===== src/rtl/odbiornik_uart_pkg.sv =====
// uart_pakiet: shared UART word length, default clocks per bit and receiver FSM states
package uart_pakiet;
  localparam int DLUGOSC_SLOWA = 8;
  localparam int CLK_NA_BIT_DOMYSLNY = 16;
  typedef enum logic [2:0] {BEZCZYNNY, START, DANE, STOP, CZEKAJ} stan_e;
endpackage


===== src/rtl/odbiornik_uart_if.sv =====
// odbiornik_uart_if: receiver bus (master drives wejscie_odb in, slowo_odb/odebrano/blad_ramki/odbior out; slave is the consumer)
interface odbiornik_uart_if;
  import uart_pakiet::*;
  logic wejscie_odb;
  logic [DLUGOSC_SLOWA-1:0] slowo_odb;
  logic odebrano;
  logic blad_ramki;
  logic odbior;
  modport master (input wejscie_odb, output slowo_odb, odebrano, blad_ramki, odbior);
  modport slave (output wejscie_odb, input slowo_odb, odebrano, blad_ramki, odbior);
endinterface


===== src/rtl/odbiornik_uart_synchronizator_wej.sv =====
// synchronizator_wej: 2-flop synchronizer, sync set-to-1 on RST (CLK, RST, d_i async in, q_o synced out)
module synchronizator_wej (
  input  logic CLK,
  input  logic RST,
  input  logic d_i,
  output logic q_o
);
  logic [1:0] sync_q;
  always_ff @(posedge CLK) sync_q <= RST ? 2'b11 : {sync_q[0], d_i};
  assign q_o = sync_q[1];
endmodule


===== src/rtl/odbiornik_uart.sv =====
// odbiornik_uart: 8N1 UART receiver FSM (CLK, RST, bus: wejscie_odb in, slowo_odb/odebrano/blad_ramki/odbior out)
module odbiornik_uart
  import uart_pakiet::*;
#(
  parameter int CLK_NA_BIT = CLK_NA_BIT_DOMYSLNY
) (
  input logic CLK,
  input logic RST,
  odbiornik_uart_if.master bus
);
  localparam int H = CLK_NA_BIT / 2;
  localparam int LW = $clog2(CLK_NA_BIT);
  stan_e stan_q;
  logic [LW-1:0] lcz_q;
  logic [2:0] bit_q;
  logic [DLUGOSC_SLOWA-1:0] rej_q, slowo_q;
  logic odebrano_q, blad_q, odbior_q;
  logic rx_s, pol_startu, pol_bitu;
  synchronizator_wej u_sync (.CLK(CLK), .RST(RST), .d_i(bus.wejscie_odb), .q_o(rx_s));
  assign pol_startu = lcz_q == LW'(H - 1);
  assign pol_bitu = lcz_q == LW'(CLK_NA_BIT - 1);
  always_ff @(posedge CLK) begin
    if (RST) begin
      stan_q <= BEZCZYNNY;
      lcz_q <= '0;
      bit_q <= '0;
      rej_q <= '0;
      slowo_q <= '0;
      odebrano_q <= 1'b0;
      blad_q <= 1'b0;
      odbior_q <= 1'b0;
    end else begin
      odebrano_q <= 1'b0;
      blad_q <= 1'b0;
      lcz_q <= lcz_q + 1'b1;
      case (stan_q)
        BEZCZYNNY: if (!rx_s) begin
          stan_q <= START;
          lcz_q <= '0;
          odbior_q <= 1'b1;
        end
        START: if (pol_startu) begin
          stan_q <= rx_s ? BEZCZYNNY : DANE;
          odbior_q <= !rx_s;
          lcz_q <= '0;
          bit_q <= '0;
        end
        DANE: if (pol_bitu) begin
          lcz_q <= '0;
          rej_q <= {rx_s, rej_q[DLUGOSC_SLOWA-1:1]};
          bit_q <= bit_q + 1'b1;
          if (bit_q == 3'(DLUGOSC_SLOWA - 1)) stan_q <= STOP;
        end
        STOP: if (pol_bitu) begin
          lcz_q <= '0;
          stan_q <= rx_s ? BEZCZYNNY : CZEKAJ;
          odbior_q <= !rx_s;
          odebrano_q <= rx_s;
          blad_q <= !rx_s;
          if (rx_s) slowo_q <= rej_q;
        end
        CZEKAJ: if (rx_s) begin
          stan_q <= BEZCZYNNY;
          odbior_q <= 1'b0;
        end
        default: stan_q <= BEZCZYNNY;
      endcase
    end
  end
  assign bus.slowo_odb = slowo_q;
  assign bus.odebrano = odebrano_q;
  assign bus.blad_ramki = blad_q;
  assign bus.odbior = odbior_q;
endmodule


===== src/flat_wrapper.sv =====
// flat-port wrapper written by rule: the top's interface ports become plain ports
module odbiornik_uart_flat import uart_pakiet::*;
#(
  parameter int CLK_NA_BIT = CLK_NA_BIT_DOMYSLNY
)
  (CLK, RST, bus_wejscie_odb, bus_slowo_odb, bus_odebrano, bus_blad_ramki, bus_odbior);
  odbiornik_uart_if bus_i ();
  input logic CLK;
  input logic RST;
  input wire logic [$bits(bus_i.wejscie_odb)-1:0] bus_wejscie_odb;
  output wire logic [$bits(bus_i.slowo_odb)-1:0] bus_slowo_odb;
  output wire logic [$bits(bus_i.odebrano)-1:0] bus_odebrano;
  output wire logic [$bits(bus_i.blad_ramki)-1:0] bus_blad_ramki;
  output wire logic [$bits(bus_i.odbior)-1:0] bus_odbior;
  assign bus_i.wejscie_odb = bus_wejscie_odb;
  assign bus_slowo_odb = bus_i.slowo_odb;
  assign bus_odebrano = bus_i.odebrano;
  assign bus_blad_ramki = bus_i.blad_ramki;
  assign bus_odbior = bus_i.odbior;
  odbiornik_uart #(.CLK_NA_BIT(CLK_NA_BIT)) u_core (.CLK(CLK), .RST(RST), .bus(bus_i));
endmodule

===== config.mk =====
export PLATFORM = sky130hd
export DESIGN_NAME = odbiornik_uart_flat
export DESIGN_NICKNAME = d
export VERILOG_FILES = /design/src/rtl/odbiornik_uart_pkg.sv /design/src/rtl/odbiornik_uart_if.sv /design/src/rtl/odbiornik_uart_synchronizator_wej.sv /design/src/rtl/odbiornik_uart.sv /design/src/flat_wrapper.sv
export SDC_FILE = /design/constraint.sdc
export NUM_CORES = 1
export LEC_CHECK = 0
export ABC_CLOCK_PERIOD_IN_PS = 2850
export BUFFER_PORTS_ARGS = -buffer_cell sky130_fd_sc_hd__buf_2
export CAP_MARGIN = 5
export CORE_MARGIN = 8
export CORE_UTILIZATION = 53
export CTS_BUF_LIST = sky130_fd_sc_hd__clkbuf_16
export DETAILED_ROUTE_END_ITERATION = 10
export GPL_TIMING_DRIVEN = 0
export PLACE_DENSITY = 0.73
export SYNTH_ARGS = -nofsm -noshare
export SYNTH_HDL_FRONTEND = slang
export SYNTH_SLANG_ARGS = --single-unit

===== constraint.sdc =====
create_clock -name CLK -period 2.85 [get_ports CLK]
set_input_delay 0.285 -clock CLK [delete_from_list [all_inputs] [get_ports CLK]]
set_output_delay 0.285 -clock CLK [all_outputs]
set_load 0.05 [all_outputs]

; After elaboration in Yosys (flattened, before gate mapping)
; Cells that the tools add are included.
; Widths: inputs -> output; s select.
[totals]
romBits = 0
in_bits = 3
latchBits = 0
elab_cells = 58
mem_count = 0
register_bits = 31
mem_bits_rw = 0
output_inout_bits = 11
[op_classes]
n_reduce_logical = 11
shift = 0
n_lt_le_gt_ge = 0
addsub = 2
n_mul = 0
bitwise = 2
eq_ne = 13
mux = 21
div = 0
[ops]
columns = cell, n
row1 = $mux 3, 9
row2 = $pmux 3 s5, 1
row3 = $mux 4, 3
row4 = $pmux 4 s3, 1
row5 = $ne 2x1->1 const B, 4
row6 = $eq 3x2->1 const B, 2
row7 = $eq 3x3->1 const B, 2
row8 = $pmux 3 s2, 1
row9 = $reduce_and 3->1, 2
row10 = $reduce_and 6->1, 1
row11 = $reduce_and 5->1, 1
row12 = $add 4x1->4 const B, 1
row13 = $eq 4x3->1 const B, 1
row14 = $eq 4x4->1 const B, 1
row15 = $mux 1, 4
row16 = $ne 2x2->1 const B, 2
row17 = $pmux 1 s4, 1
row18 = $reduce_bool 4->1, 1
row19 = $add 3x1->3 const B, 1
row20 = $eq 3x1->1 const B, 1
row21 = $logic_not 3->1, 1
row22 = $reduce_or 3->1, 1
row23 = $mux 2, 1
row24 = $not 1->1, 2
row25 = other kinds (4), 4

; Depth between registers and ports, before layout
[logic_depth]
depth_word = 4
ltp_mapped = 7
mapped_depth_nobuf = 5

; Modules after synthesis
; A second synthesis with hierarchy kept.
[hier_totals]
hier_cells = 157
area_unflattened_um2 = 1386.3
[by_module_without_submodules]
columns = module, instances, cells_each, area_each_um2, seq_area_each_um2
row1 = odbiornik_uart, 1, 153, 1333.8, 580.6
row2 = synchronizator_wej, 1, 4, 52.6, 40.0

; Worst setup path after synthesis
; Ideal clock, no wire load.
[synth_path]
path_type = flip-flop to flip-flop
from = reg u_core.lcz_q[0]
to = reg u_core.slowo_q[0] (netlist: u_core.bus.slowo_odb[0])
path_stages_with_launch = 8
arrival_ns = 1.323
required_ns = 2.722
setup_time_ns = 0.128
setup_slack_ns = 1.400
n_path_buf = 2
period_less_slack_ns = 1.450
path_cell_list = dfxtp_1 -> ha_1 -> and3_1 -> clkbuf_2 -> nand4_1 -> buf_4 -> mux2i_1 -> nor2_1
[synth_via]
elab_chain_cells = 2
[synth_lines]
columns = item, line_no
row1 = start: declaration, odbiornik_uart.sv:14  ; logic [LW-1:0] lcz_q;
row2 = start signal: assignment, odbiornik_uart.sv:35  ; lcz_q <= lcz_q + 1'b1;
row3 = $eq 4x4->1, odbiornik_uart.sv:21  ; assign pol_bitu = lcz_q == LW'(CLK_NA_BIT - 1);
row4 = $reduce_and 3->1 (no source line), --
row5 = end signal: assignment, odbiornik_uart.sv:60  ; if (rx_s) slowo_q <= rej_q;
row6 = end: declaration, odbiornik_uart.sv:16  ; logic [DLUGOSC_SLOWA-1:0] rej_q, slowo_q;
; No other way between the ends.
; A chain may end at the register's enable or synchronous reset.

; Worst setup path in the final report
[layout_path]
from = reg u_core.lcz_q[0]
to = reg u_core.slowo_q[3] (netlist: u_core.bus.slowo_odb[3])
; Same word-level chain as after synthesis.

==> results.sh <==
export IMPL_hpwl_mm=1.744
export IMPL_rsz0062_at_grt="false"
export IMPL_layout_min_cycle_time_ns=1.610
export IMPL_crit_type="flip-flop to flip-flop"
export IMPL_dr_first_iter_drc_count=43
export IMPL_area_delta_synth_final_pct=18.64
export IMPL_grt_overflow_total=0
export IMPL_drc_errors=0
export IMPL_status="finished, final reports clean"
export IMPL_synth_seq_area_share_pct=48.16
export IMPL_cp_slowest_cell="dfxtp_1"
export IMPL_grt_max_degree=11
export IMPL_p_leak_nw=0.6658
export IMPL_cts_hold_fix_buffers=0
export IMPL_start_util_pct=53.98
export IMPL_nets=167
export IMPL_dieArea_mm2=0.004265
export IMPL_cap_violations=0
export IMPL_fin_crit_sh_pct=56.48
export IMPL_fmax_mhz=621.2
export IMPL_diodes=0
export IMPL_cts_setup_buffers=0
export IMPL_stdcell_area_mm2=0.001529
export IMPL_cp_start_kind="flip-flop"
export IMPL_grt_pass1_vias=937
export IMPL_cts_max_level=2
export IMPL_ys_ff_latch=31
export IMPL_core_area_mm2=0.002387
export IMPL_power_density_mw_per_mm2=630.3
export IMPL_cts_tree="done"
export IMPL_clkSinkCount=31
export IMPL_cp_arrival_ns=1.75
export IMPL_synthesis_nets=147
export IMPL_cp_required_ns=2.99
export IMPL_hold_ws_ns=0.1928
export IMPL_root_buffer="clkbuf_16"
export IMPL_async_flop_share_pct=0
export IMPL_placementRows=18
export IMPL_routedWlPerCell_um=12.63
export IMPL_clk_pin_slew_ns=0.05
export IMPL_place_ws_ns=1.253
export IMPL_boundaryPins=14
export IMPL_critPathMaxFanout=9
export IMPL_ys_warn_count=0
export IMPL_cpPeakStageDelay_ns=0.32
export IMPL_dieWidth_um=65.31
export IMPL_portBuffers=13
export IMPL_cp_end_kind="flip-flop"
export IMPL_synth_area_mm2=0.001289
export IMPL_die_height_um=65.31
export IMPL_vias=1025
export IMPL_antenna_found_initial=0
export IMPL_final_hold_viol_count=0
export IMPL_clock_latency_ns=0.27
export IMPL_placed_cell_area_mm2=0.001391
export IMPL_slew_headroom_pct=66.76
export IMPL_cts_resized_gates=0
export IMPL_gp_congestion=0.7569
export IMPL_dr_pass1_iters=4
export IMPL_syn_instance_count=141
export IMPL_finalSetupTns_ns=0
export IMPL_synth_avg_cell_area_um2=9.140
export IMPL_clockBufferDepth=2
export IMPL_layout_drive_gt1_share_pct=19.75
export IMPL_gr_usage_all_layers_pct=12.89
export IMPL_finalMaxSlewViolations=0
export IMPL_synth_enable_flop_cells=0
export IMPL_cts_made_buffers=5
export IMPL_fin_skew_ns=0.003483
export IMPL_ys_flop_type="dfxtp_1"
export IMPL_fin_ws_ns=1.240
export IMPL_via_per_inst=5.339
export IMPL_hp_class="input pin to flip-flop"
export IMPL_worst_slew_pin_slew_ns=0.4986
export IMPL_fin_util_pct=64.05
export IMPL_yosysUniqueCellTypes=33
export IMPL_cp_cell_sequence="ha_1 -> and3_1 -> clkbuf_2 -> nand4_1 -> buf_4 -> mux2i_1 -> nor2_1"
export IMPL_setup_viol=0
export IMPL_grt_pass1_wl_mm=4.195
export IMPL_antenna_left=0
export IMPL_wl_mm=2.425
export IMPL_ir_drop_uv=474.1
==> cell families (layout without fill, tap and decap cells) <==
kind of cell / after synthesis / after routing / share of synthesized area (%)
AOI/OAI and AO/OA: 18 / 18 / 9.224
DFF: 31 / 31 / 48.16
buffers and inverters: 12 / 33 / 4.757
adders and majority gates: 3 / 3 / 2.913
muxes: 9 / 9 / 7.088
and+or+nand+nor: 65 / 65 / 25.83
xor gates and xnor gates: 3 / 3 / 2.039
==> routing by layer <==
layer  wire length, µm  vias up  GRT usage (%)
met4                59        0          8.447
li1                  -      525              -
met5                 0        -              0
met2              1169       18          19.31
met3               148        7          5.782
met1              1048      475          14.50
==> path summary, 6_finish.rpt <==
kind	startpoint	endpoint	slack [ns]	cells after the start
setup / recovery	u_core.lcz_q[0]	u_core.bus.slowo_odb[3]	1.24	7
hold / removal	bus_wejscie_odb	u_core.u_sync.sync_q[0]	0.19	2
setup reg to reg	u_core.lcz_q[0]	u_core.bus.slowo_odb[3]	1.24	7
hold reg to reg	u_core.u_sync.sync_q[0]	u_core.u_sync.sync_q[1]	0.42	1
==> metrics by stage <==
stage | total power (W) | instances
floorplan | 0.0004793 | 141
finish | 0.0009638 | 192
detailed placement | 0.0004887 | 184
global route | 0.0009998 | 192
global placement | 0.0004864 | 184
CTS | 0.0009714 | 192
==> synthesized netlist by cell type (2+ instances only) <==
master	number	area share, %
a21oi_1	12	4.7
nor2_1	14	4.1
ha_1	3	2.9
nor3_1	5	1.9
nand2b_1	4	1.9
or2_2	2	0.97
nand3_1	13	5.0
dfxtp_1	31	48
mux2i_1	8	6.2
nor3b_1	3	1.7
nand4_1	2	0.97
buf_2	3	1.2
nor4_1	3	1.5
xnor2_1	2	1.4
nand2_1	13	3.8
clkbuf_1	6	1.7
==> where the power goes <==
group	leakage [nW]	switching [W]	internal, W
clock network	0.0762	0.000170	0.000314
registers	0.251	0.00000420	0.000441
logic	0.339	0.0000210	0.0000133
total	0.666	0.000196	0.000768
==> critical path: cells and delay by family (launching register included) <==
family | cells | cell delay [ns]
simple gates | 3 | 0.36
buf+inv | 2 | 0.34
flops | 1 | 0.32
fa+ha+maj | 1 | 0.25
mux | 1 | 0.20
==> layout by cell type (no fill, tap or decap) <==
| master | instances |
|---|---|
| mux2i_1 | 8 |
| clkbuf_16 | 5 |
| nor3_1 | 5 |
| nor3b_1 | 3 |
| or3b_4 | 1 |
| mux2_2 | 1 |
| nand3b_1 | 1 |
| a21oi_1 | 12 |
| xor2_1 | 1 |
| a311oi_1 | 1 |
| buf_4 | 1 |
| buf_2 | 16 |
| o211a_1 | 1 |
| a211oi_4 | 1 |
| ha_1 | 3 |
| nand2_2 | 1 |
| nand3_1 | 13 |
| or2_2 | 2 |
| nor2b_1 | 1 |
| nand2_1 | 13 |
| and3_1 | 1 |
| nor2_1 | 14 |
| inv_1 | 2 |
| nor4_1 | 3 |
| dfxtp_1 | 31 |
| xnor2_1 | 2 |
| o21bai_1 | 1 |
| buf_6 | 1 |
| clkbuf_1 | 6 |
| clkinv_2 | 1 |
| nand4_1 | 2 |
| a211oi_1 | 1 |
| o21ai_0 | 1 |
| clkbuf_2 | 1 |
| nand2b_1 | 4 |
| nor3b_2 | 1 |
==> cell type report <==
class,instances,area (µm²)
tap,30,37.54
timing repair buffer,13,65.06
multi-input combinational,98,606.8
buffer,12,61.31
fill,208,858.3
clock buffer,5,125.1
clock inverter,3,12.51
sequential,31,620.6
==> state kept, by name, summed over array words and instances (netlist names) <==
name / cells
u_core.rej_q: 8
u_core.lcz_q: 4
u_core.bus.blad_ramki: 1
u_core.stan_q: 3
u_core.bus.odbior: 1
u_core.u_sync.sync_q: 2
u_core.bit_q: 3
u_core.bus.slowo_odb: 8
u_core.bus.odebrano: 1
No activity file was read; power rests on OpenSTA's default activity.
